--- src/rtl/ysyx_23060061_lsu_if.sv ---
// Bundle of the LSU's upstream, memory-port and writeback handshakes.
// master = the LSU side, slave = the pipeline/memory environment.
interface ysyx_23060061_lsu_if #(
    parameter int WIDTH = 32
);
    logic             in_valid;
    logic             in_ready;
    logic [WIDTH-1:0] alu_out;
    logic [WIDTH-1:0] store_data;
    logic [3:0]       mem_op;
    logic [4:0]       rd_in;

    logic             mem_req_valid;
    logic             mem_req_ready;
    logic [WIDTH-1:0] mem_req_addr;
    logic             mem_req_wen;
    logic [WIDTH-1:0] mem_req_wdata;
    logic [3:0]       mem_req_wstrb;
    logic             mem_resp_valid;
    logic [WIDTH-1:0] mem_resp_rdata;
    logic             mem_resp_err;

    logic             out_valid;
    logic             out_ready;
    logic [WIDTH-1:0] out_data;
    logic [4:0]       out_rd;
    logic [1:0]       out_exc;

    modport master (
        input  in_valid, alu_out, store_data, mem_op, rd_in,
        input  mem_req_ready, mem_resp_valid, mem_resp_rdata, mem_resp_err,
        input  out_ready,
        output in_ready,
        output mem_req_valid, mem_req_addr, mem_req_wen, mem_req_wdata, mem_req_wstrb,
        output out_valid, out_data, out_rd, out_exc
    );

    modport slave (
        output in_valid, alu_out, store_data, mem_op, rd_in,
        output mem_req_ready, mem_resp_valid, mem_resp_rdata, mem_resp_err,
        output out_ready,
        input  in_ready,
        input  mem_req_valid, mem_req_addr, mem_req_wen, mem_req_wdata, mem_req_wstrb,
        input  out_valid, out_data, out_rd, out_exc
    );
endinterface

--- src/rtl/ysyx_23060061_lsu.sv ---
// Load/store unit: one instruction at a time, at most one memory request,
// load extension, and misaligned/fault/illegal-op reporting via out_exc.
module ysyx_23060061_lsu #(
    parameter int WIDTH = 32
) (
    input logic                 clk,
    input logic                 rst_n,
    ysyx_23060061_lsu_if.master bus
);
    typedef enum logic [1:0] {IDLE, REQ, WAIT, DONE} state_t;

    localparam logic [3:0] OP_NONE = 4'b0000;
    localparam logic [3:0] OP_LB   = 4'b0001;
    localparam logic [3:0] OP_LH   = 4'b0010;
    localparam logic [3:0] OP_LW   = 4'b0011;
    localparam logic [3:0] OP_LBU  = 4'b0100;
    localparam logic [3:0] OP_LHU  = 4'b0101;
    localparam logic [3:0] OP_SB   = 4'b1001;
    localparam logic [3:0] OP_SH   = 4'b1010;
    localparam logic [3:0] OP_SW   = 4'b1011;

    localparam logic [1:0] EXC_NONE     = 2'd0;
    localparam logic [1:0] EXC_MISALIGN = 2'd1;
    localparam logic [1:0] EXC_FAULT    = 2'd2;
    localparam logic [1:0] EXC_ILLEGAL  = 2'd3;

    state_t           state_q, state_d;
    logic [3:0]       op_q, op_d;
    logic [1:0]       off_q, off_d;
    logic             req_valid_q, req_valid_d;
    logic [WIDTH-1:0] req_addr_q, req_addr_d;
    logic             req_wen_q, req_wen_d;
    logic [WIDTH-1:0] req_wdata_q, req_wdata_d;
    logic [3:0]       req_wstrb_q, req_wstrb_d;
    logic             out_valid_q, out_valid_d;
    logic [WIDTH-1:0] out_data_q, out_data_d;
    logic [4:0]       out_rd_q, out_rd_d;
    logic [1:0]       out_exc_q, out_exc_d;

    logic             legal;
    logic             misaligned;
    logic [WIDTH-1:0] st_wdata;
    logic [3:0]       st_wstrb;
    logic [15:0]      rdata_lo;
    logic [WIDTH-1:0] load_val;

    // Classify the incoming mem_op: legal code and natural alignment of the address.
    always_comb begin
        legal      = 1'b1;
        misaligned = 1'b0;
        case (bus.mem_op)
            OP_LB, OP_LBU, OP_SB: misaligned = 1'b0;
            OP_LH, OP_LHU, OP_SH: misaligned = bus.alu_out[0];
            OP_LW, OP_SW:         misaligned = |bus.alu_out[1:0];
            default:              legal      = 1'b0;
        endcase
    end

    // Lane-replicate store data and build byte enables from the low address bits.
    always_comb begin
        st_wdata = '0;
        st_wstrb = '0;
        case (bus.mem_op)
            OP_SB: begin
                st_wdata = {4{bus.store_data[7:0]}};
                st_wstrb = 4'b0001 << bus.alu_out[1:0];
            end
            OP_SH: begin
                st_wdata = {2{bus.store_data[15:0]}};
                st_wstrb = 4'b0011 << bus.alu_out[1:0];
            end
            OP_SW: begin
                st_wdata = bus.store_data;
                st_wstrb = 4'b1111;
            end
            default: ;
        endcase
    end

    // Pick the addressed byte/half out of the response word and extend it.
    always_comb begin
        rdata_lo = 16'(bus.mem_resp_rdata >> {off_q, 3'b000});
        case (op_q)
            OP_LB:   load_val = {{24{rdata_lo[7]}}, rdata_lo[7:0]};
            OP_LBU:  load_val = {24'd0, rdata_lo[7:0]};
            OP_LH:   load_val = {{16{rdata_lo[15]}}, rdata_lo};
            OP_LHU:  load_val = {16'd0, rdata_lo};
            OP_LW:   load_val = bus.mem_resp_rdata;
            default: load_val = '0;
        endcase
    end

    // Next-state and next-output logic for the IDLE/REQ/WAIT/DONE sequence.
    always_comb begin
        state_d     = state_q;
        op_d        = op_q;
        off_d       = off_q;
        req_valid_d = req_valid_q;
        req_addr_d  = req_addr_q;
        req_wen_d   = req_wen_q;
        req_wdata_d = req_wdata_q;
        req_wstrb_d = req_wstrb_q;
        out_valid_d = out_valid_q;
        out_data_d  = out_data_q;
        out_rd_d    = out_rd_q;
        out_exc_d   = out_exc_q;
        case (state_q)
            IDLE: begin
                if (bus.in_valid) begin
                    op_d       = bus.mem_op;
                    off_d      = bus.alu_out[1:0];
                    out_rd_d   = bus.rd_in;
                    out_data_d = '0;
                    out_exc_d  = EXC_NONE;
                    if (bus.mem_op == OP_NONE) begin
                        out_data_d  = bus.alu_out;
                        out_valid_d = 1'b1;
                        state_d     = DONE;
                    end else if (!legal) begin
                        out_exc_d   = EXC_ILLEGAL;
                        out_valid_d = 1'b1;
                        state_d     = DONE;
                    end else if (misaligned) begin
                        out_exc_d   = EXC_MISALIGN;
                        out_valid_d = 1'b1;
                        state_d     = DONE;
                    end else begin
                        req_valid_d = 1'b1;
                        req_addr_d  = {bus.alu_out[WIDTH-1:2], 2'b00};
                        req_wen_d   = bus.mem_op[3];
                        req_wdata_d = st_wdata;
                        req_wstrb_d = st_wstrb;
                        state_d     = REQ;
                    end
                end
            end
            REQ: begin
                if (bus.mem_req_ready) begin
                    req_valid_d = 1'b0;
                    state_d     = WAIT;
                end
            end
            WAIT: begin
                if (bus.mem_resp_valid) begin
                    out_valid_d = 1'b1;
                    state_d     = DONE;
                    if (bus.mem_resp_err) begin
                        out_exc_d  = EXC_FAULT;
                        out_data_d = '0;
                    end else begin
                        out_data_d = load_val;
                    end
                end
            end
            DONE: begin
                if (bus.out_ready) begin
                    out_valid_d = 1'b0;
                    state_d     = IDLE;
                end
            end
            default: state_d = IDLE;
        endcase
    end

    // State and registered outputs, cleared by synchronous reset.
    always_ff @(posedge clk) begin
        if (!rst_n) begin
            state_q     <= IDLE;
            op_q        <= '0;
            off_q       <= '0;
            req_valid_q <= 1'b0;
            req_addr_q  <= '0;
            req_wen_q   <= 1'b0;
            req_wdata_q <= '0;
            req_wstrb_q <= '0;
            out_valid_q <= 1'b0;
            out_data_q  <= '0;
            out_rd_q    <= '0;
            out_exc_q   <= '0;
        end else begin
            state_q     <= state_d;
            op_q        <= op_d;
            off_q       <= off_d;
            req_valid_q <= req_valid_d;
            req_addr_q  <= req_addr_d;
            req_wen_q   <= req_wen_d;
            req_wdata_q <= req_wdata_d;
            req_wstrb_q <= req_wstrb_d;
            out_valid_q <= out_valid_d;
            out_data_q  <= out_data_d;
            out_rd_q    <= out_rd_d;
            out_exc_q   <= out_exc_d;
        end
    end

    // in_ready is gated by rst_n so it reads 0 throughout reset and 1 as soon as it lifts.
    assign bus.in_ready      = rst_n && (state_q == IDLE);
    assign bus.mem_req_valid = req_valid_q;
    assign bus.mem_req_addr  = req_addr_q;
    assign bus.mem_req_wen   = req_wen_q;
    assign bus.mem_req_wdata = req_wdata_q;
    assign bus.mem_req_wstrb = req_wstrb_q;
    assign bus.out_valid     = out_valid_q;
    assign bus.out_data      = out_data_q;
    assign bus.out_rd        = out_rd_q;
    assign bus.out_exc       = out_exc_q;
endmodule

--- src/flat_wrapper.sv ---
// flat-port wrapper written by rule: the top's interface ports become plain ports
module ysyx_23060061_lsu_flat 
#(
    parameter int WIDTH = 32
)
  (clk, rst_n, bus_in_valid, bus_alu_out, bus_store_data, bus_mem_op, bus_rd_in, bus_mem_req_ready, bus_mem_resp_valid, bus_mem_resp_rdata, bus_mem_resp_err, bus_out_ready, bus_in_ready, bus_mem_req_valid, bus_mem_req_addr, bus_mem_req_wen, bus_mem_req_wdata, bus_mem_req_wstrb, bus_out_valid, bus_out_data, bus_out_rd, bus_out_exc);
  ysyx_23060061_lsu_if #(.WIDTH(WIDTH)) bus_i ();
  input logic clk;
  input logic rst_n;
  input wire logic [$bits(bus_i.in_valid)-1:0] bus_in_valid;
  input wire logic [$bits(bus_i.alu_out)-1:0] bus_alu_out;
  input wire logic [$bits(bus_i.store_data)-1:0] bus_store_data;
  input wire logic [$bits(bus_i.mem_op)-1:0] bus_mem_op;
  input wire logic [$bits(bus_i.rd_in)-1:0] bus_rd_in;
  input wire logic [$bits(bus_i.mem_req_ready)-1:0] bus_mem_req_ready;
  input wire logic [$bits(bus_i.mem_resp_valid)-1:0] bus_mem_resp_valid;
  input wire logic [$bits(bus_i.mem_resp_rdata)-1:0] bus_mem_resp_rdata;
  input wire logic [$bits(bus_i.mem_resp_err)-1:0] bus_mem_resp_err;
  input wire logic [$bits(bus_i.out_ready)-1:0] bus_out_ready;
  output wire logic [$bits(bus_i.in_ready)-1:0] bus_in_ready;
  output wire logic [$bits(bus_i.mem_req_valid)-1:0] bus_mem_req_valid;
  output wire logic [$bits(bus_i.mem_req_addr)-1:0] bus_mem_req_addr;
  output wire logic [$bits(bus_i.mem_req_wen)-1:0] bus_mem_req_wen;
  output wire logic [$bits(bus_i.mem_req_wdata)-1:0] bus_mem_req_wdata;
  output wire logic [$bits(bus_i.mem_req_wstrb)-1:0] bus_mem_req_wstrb;
  output wire logic [$bits(bus_i.out_valid)-1:0] bus_out_valid;
  output wire logic [$bits(bus_i.out_data)-1:0] bus_out_data;
  output wire logic [$bits(bus_i.out_rd)-1:0] bus_out_rd;
  output wire logic [$bits(bus_i.out_exc)-1:0] bus_out_exc;
  assign bus_i.in_valid = bus_in_valid;
  assign bus_i.alu_out = bus_alu_out;
  assign bus_i.store_data = bus_store_data;
  assign bus_i.mem_op = bus_mem_op;
  assign bus_i.rd_in = bus_rd_in;
  assign bus_i.mem_req_ready = bus_mem_req_ready;
  assign bus_i.mem_resp_valid = bus_mem_resp_valid;
  assign bus_i.mem_resp_rdata = bus_mem_resp_rdata;
  assign bus_i.mem_resp_err = bus_mem_resp_err;
  assign bus_i.out_ready = bus_out_ready;
  assign bus_in_ready = bus_i.in_ready;
  assign bus_mem_req_valid = bus_i.mem_req_valid;
  assign bus_mem_req_addr = bus_i.mem_req_addr;
  assign bus_mem_req_wen = bus_i.mem_req_wen;
  assign bus_mem_req_wdata = bus_i.mem_req_wdata;
  assign bus_mem_req_wstrb = bus_i.mem_req_wstrb;
  assign bus_out_valid = bus_i.out_valid;
  assign bus_out_data = bus_i.out_data;
  assign bus_out_rd = bus_i.out_rd;
  assign bus_out_exc = bus_i.out_exc;
  ysyx_23060061_lsu #(.WIDTH(WIDTH)) u_core (.clk(clk), .rst_n(rst_n), .bus(bus_i));
endmodule
--- config.mk ---
export PLATFORM = sky130hd
export DESIGN_NAME = ysyx_23060061_lsu_flat
export DESIGN_NICKNAME = d
export VERILOG_FILES = /design/src/rtl/ysyx_23060061_lsu_if.sv /design/src/rtl/ysyx_23060061_lsu.sv /design/src/flat_wrapper.sv
export SDC_FILE = /design/constraint.sdc
export NUM_CORES = 1
export LEC_CHECK = 0
export CORE_ASPECT_RATIO = 1.4
export CORE_MARGIN = 5
export CORE_UTILIZATION = 25
export DETAILED_ROUTE_END_ITERATION = 10
export GPL_ROUTABILITY_DRIVEN = 0
export PLACE_DENSITY = 0.59
export SLEW_MARGIN = 20
export SYNTH_ARGS = -nofsm -noshare
export SYNTH_HDL_FRONTEND = slang
export SYNTH_SLANG_ARGS = --single-unit
--- constraint.sdc ---
create_clock -name clk -period 3.2 [get_ports clk]
set_input_delay 0.32 -clock clk [delete_from_list [all_inputs] [get_ports clk]]
set_output_delay 0.32 -clock clk [all_outputs]
set_load 0.02 [all_outputs]
==> impl_metrics.ini <==
[outcome]
run_status = finished, final reports clean

[floorplanning]
die_w_um = 140
start_util_pct = 25.4
num_io_pins = 223
dieArea_um2 = 27000
num_rows = 66
coreArea_um2 = 23400
die_height_um = 192

[critical_path]
cp.arrival_ps = 2140
path_max_fanout = 8
critical_path_class = register to output pin
timing.rr.end = u_core.bus.out_data[12]$_SDFFE_PN0P_
reg2reg_from = u_core.state_q[1]$_SDFFE_PN0P_
endpoint = bus_in_ready
start_kind = register
regToRegSetupSlack_ps = 980
crit_start = u_core.state_q[1]$_SDFFE_PN0P_
crit_required_ps = 2880
crit_path_end_kind = output pin
reg2reg_depth = 7

[synth]
synth_top_flop_cell = dfxtp_1
synth-seq-area-share_pct = 39.1
ys_ff_latch = 116
avgSynthCellArea_um2 = 8.30
ys_warn_count = 0
muxShareOfSynthArea_pct = 12.6
synth_edf_count = 0
synth_xor_area_share_pct = 0
synth_compound_area_share_pct = 25.0
syn_inst = 716
yosys.area_share.adder_pct = 1.05
synth_cell_types = 55
synth_top_family_by_area = compound AO/OA/AOI/OAI gates
yosys.area_share.simple_pct = 16.3
synthArstFlopShare_pct = 0
syn-cell-area_um2 = 5940

[clock_tree]
cts_made_buffers = 17
cts_tree = done
cts_hold_buf = 0
worstSkewPairLatency_ps = 420
cts.htree.levels = 4
ctsResizeCount = 0
clkTransAtPathRegs_ps = 60
clockBufferDepth = 2
clock_sinks = 116
cts_root_buffer = clkbuf_16
post-cts-setup-buffer-count = 0

[cells_and_area]
final_nets = 1023
final_cell_mix = clkdlybuf4s50_1, nand2_1, dfxtp_1, a21oi_1, o21ai_0
final_core_utilization_pct = 38.2
fillers = 2381
fin_cells = 1223
syn2layout_area_growth_pct = 50.3
design_area_um2 = 8930
drive_above_1_share_pct = 8.08
final_common_cell = clkdlybuf4s50_1

[timing]
final.min_clock_period_ps = 2460
finalMaxSlewViolations = 0
max_freq_ghz = 0.407
fin_setup_tns_ps = 0
whs_ps = 362
hold_viol = 0
rsz0062_at_grt = false
slew_headroom_pct = 38.9
fin_skew_ps = 13.8
finalCritPeriodShare_pct = 76.8
setup_ws_ps = 743
setup_violations = 0
worst_slew_pin_slew_ps = 909

[global_route]
grt_usage_pct = 16.6
grt_pass1_vias = 5931
grt_antenna_before_repair = 1
grt_start_max_net_pins = 79
grt_remaining_overflow = 0
grt_pass1_wl_um = 35000

[placed_design]
portBuffers = 220
placed_cell_area_um2 = 8350
dp_hpwl_um = 17200
pre_cts_slack_ps = 725
dp.cells = 1193

[worst_hold_path]
whs_path_depth = 3
hp-class = input port to register

[power_and_ir_drop]
peakVddDrop_mv = 0.385
p_leak_nw = 2.99
p_total_mw = 6.33
power_density_nw_per_um2 = 709

[routing]
avgRoutedWirePerCell_um = 19.1
drt_iter0_drc = 400
vias_per_cell = 4.97
ant_nets = 0
drc = 0
routed_wl_um = 23400
routed-via-count = 6084
drtPass1Iterations = 7

[job]
drv_cap = 0
-- kinds of logic after synthesis --
group,Yosys count
adder cells (fa/ha/maj),5
other,1
AND/OR/NAND/NOR,221
multiplexers,64
buffers and inverters,75
flip-flops,116
AO/OA/AOI/OAI,234
-- critical path: stages, from the launching register on --
cell and delay, ps:
dfxtp_1 350, inv_1 110, ha_1 300, inv_1 120, nor2_1 190, clkdlybuf4s50_1 650
-- layer usage --
| metal | GRT usage [%] | share of wire (%) |
|---|---|---|
| met1 | 18.2 | 39 |
| met2 | 30.1 | 52 |
| met3 | 6.15 | 8.0 |
| met4 | 4.33 | 1.3 |
| met5 | 0 | 0 |
-- worst min path at each step --
stage	startpoint	to	slack [ps]
final	rst_n	u_core.bus.mem_req_wdata[17]$_SDFFE_PN0P_	360
after global routing	rst_n	u_core.bus.mem_req_wdata[23]$_SDFFE_PN0P_	380
after CTS	rst_n	u_core.bus.mem_req_wdata[17]$_SDFFE_PN0P_	360
after detailed placement	u_core.bus.mem_req_wdata[16]$_SDFFE_PN0P_	u_core.bus.mem_req_wdata[16]$_SDFFE_PN0P_	450
after global placement	u_core.bus.mem_req_addr[29]$_SDFFE_PN0P_	u_core.bus.mem_req_addr[29]$_SDFFE_PN0P_	440
after floorplan	bus_mem_op[3]	u_core.op_q[3]$_SDFFE_PN0P_	460
-- flip-flops by register name, indices dropped and copies added, names as in the netlist --
name	flops
u_core.bus.mem_req_wen	1
u_core.bus.out_valid	1
u_core.bus.out_exc	2
u_core.bus.mem_req_wdata	32
u_core.off_q	2
u_core.bus.mem_req_valid	1
u_core.bus.mem_req_wstrb	4
u_core.op_q	4
u_core.bus.mem_req_addr	30
u_core.bus.out_rd	5
u_core.bus.out_data	32
u_core.state_q	2
-- cell usage after synthesis, types with 2 or more instances --
library cell,count,area (um^2)
a211oi_1,18,135
inv_1,6,22.5
a222oi_1,16,160
buf_4,3,22.5
clkbuf_1,42,158
a31oi_1,2,12.5
mux4_2,8,180
ha_1,5,62.6
buf_2,9,45.0
a21oi_1,96,480
a22o_1,8,70.1
o21ai_0,50,250
nor2b_1,8,50.1
nand2_1,157,589
nand4_1,10,62.6
nand2b_1,4,25.0
a21o_1,16,120
a22oi_2,2,25.0
nor3b_1,2,15.0
nand3_1,2,10.0
o211ai_1,2,15.0
mux2_2,8,90.1
and2_1,4,25.0
mux2i_1,48,480
a221oi_1,9,78.8
nor2_1,15,56.3
buf_6,6,67.6
o21ai_1,3,15.0
nand3b_1,8,60.1
dfxtp_1,116,2320
inv_2,2,7.51
and3_1,2,12.5
nor3_1,2,10.0
buf_1,6,22.5
-- power breakdown --
group / total, mW / switching [mW] / internal (mW)
sequential: 1.92 / 0.174 / 1.74
combinational: 2.52 / 1.46 / 1.06
clock: 1.89 / 0.700 / 1.19
-- final cells by class --
| class | count | area (um^2) | area share (%) |
|---|---|---|---|
| Inverter | 8 | 30.0 | 0.336 |
| Antenna cell | 1 | 2.50 | 0.0280 |
| Timing Repair Buffer | 237 | 2340 | 26.2 |
| Tap cell | 306 | 383 | 4.29 |
| Multi-Input combinational cell | 526 | 3280 | 36.7 |
| Clock buffer | 21 | 470 | 5.27 |
| Clock inverter | 8 | 104 | 1.16 |
| Sequential cell | 116 | 2320 | 26.0 |
Note: power is estimated with default switching activity, not from simulation.
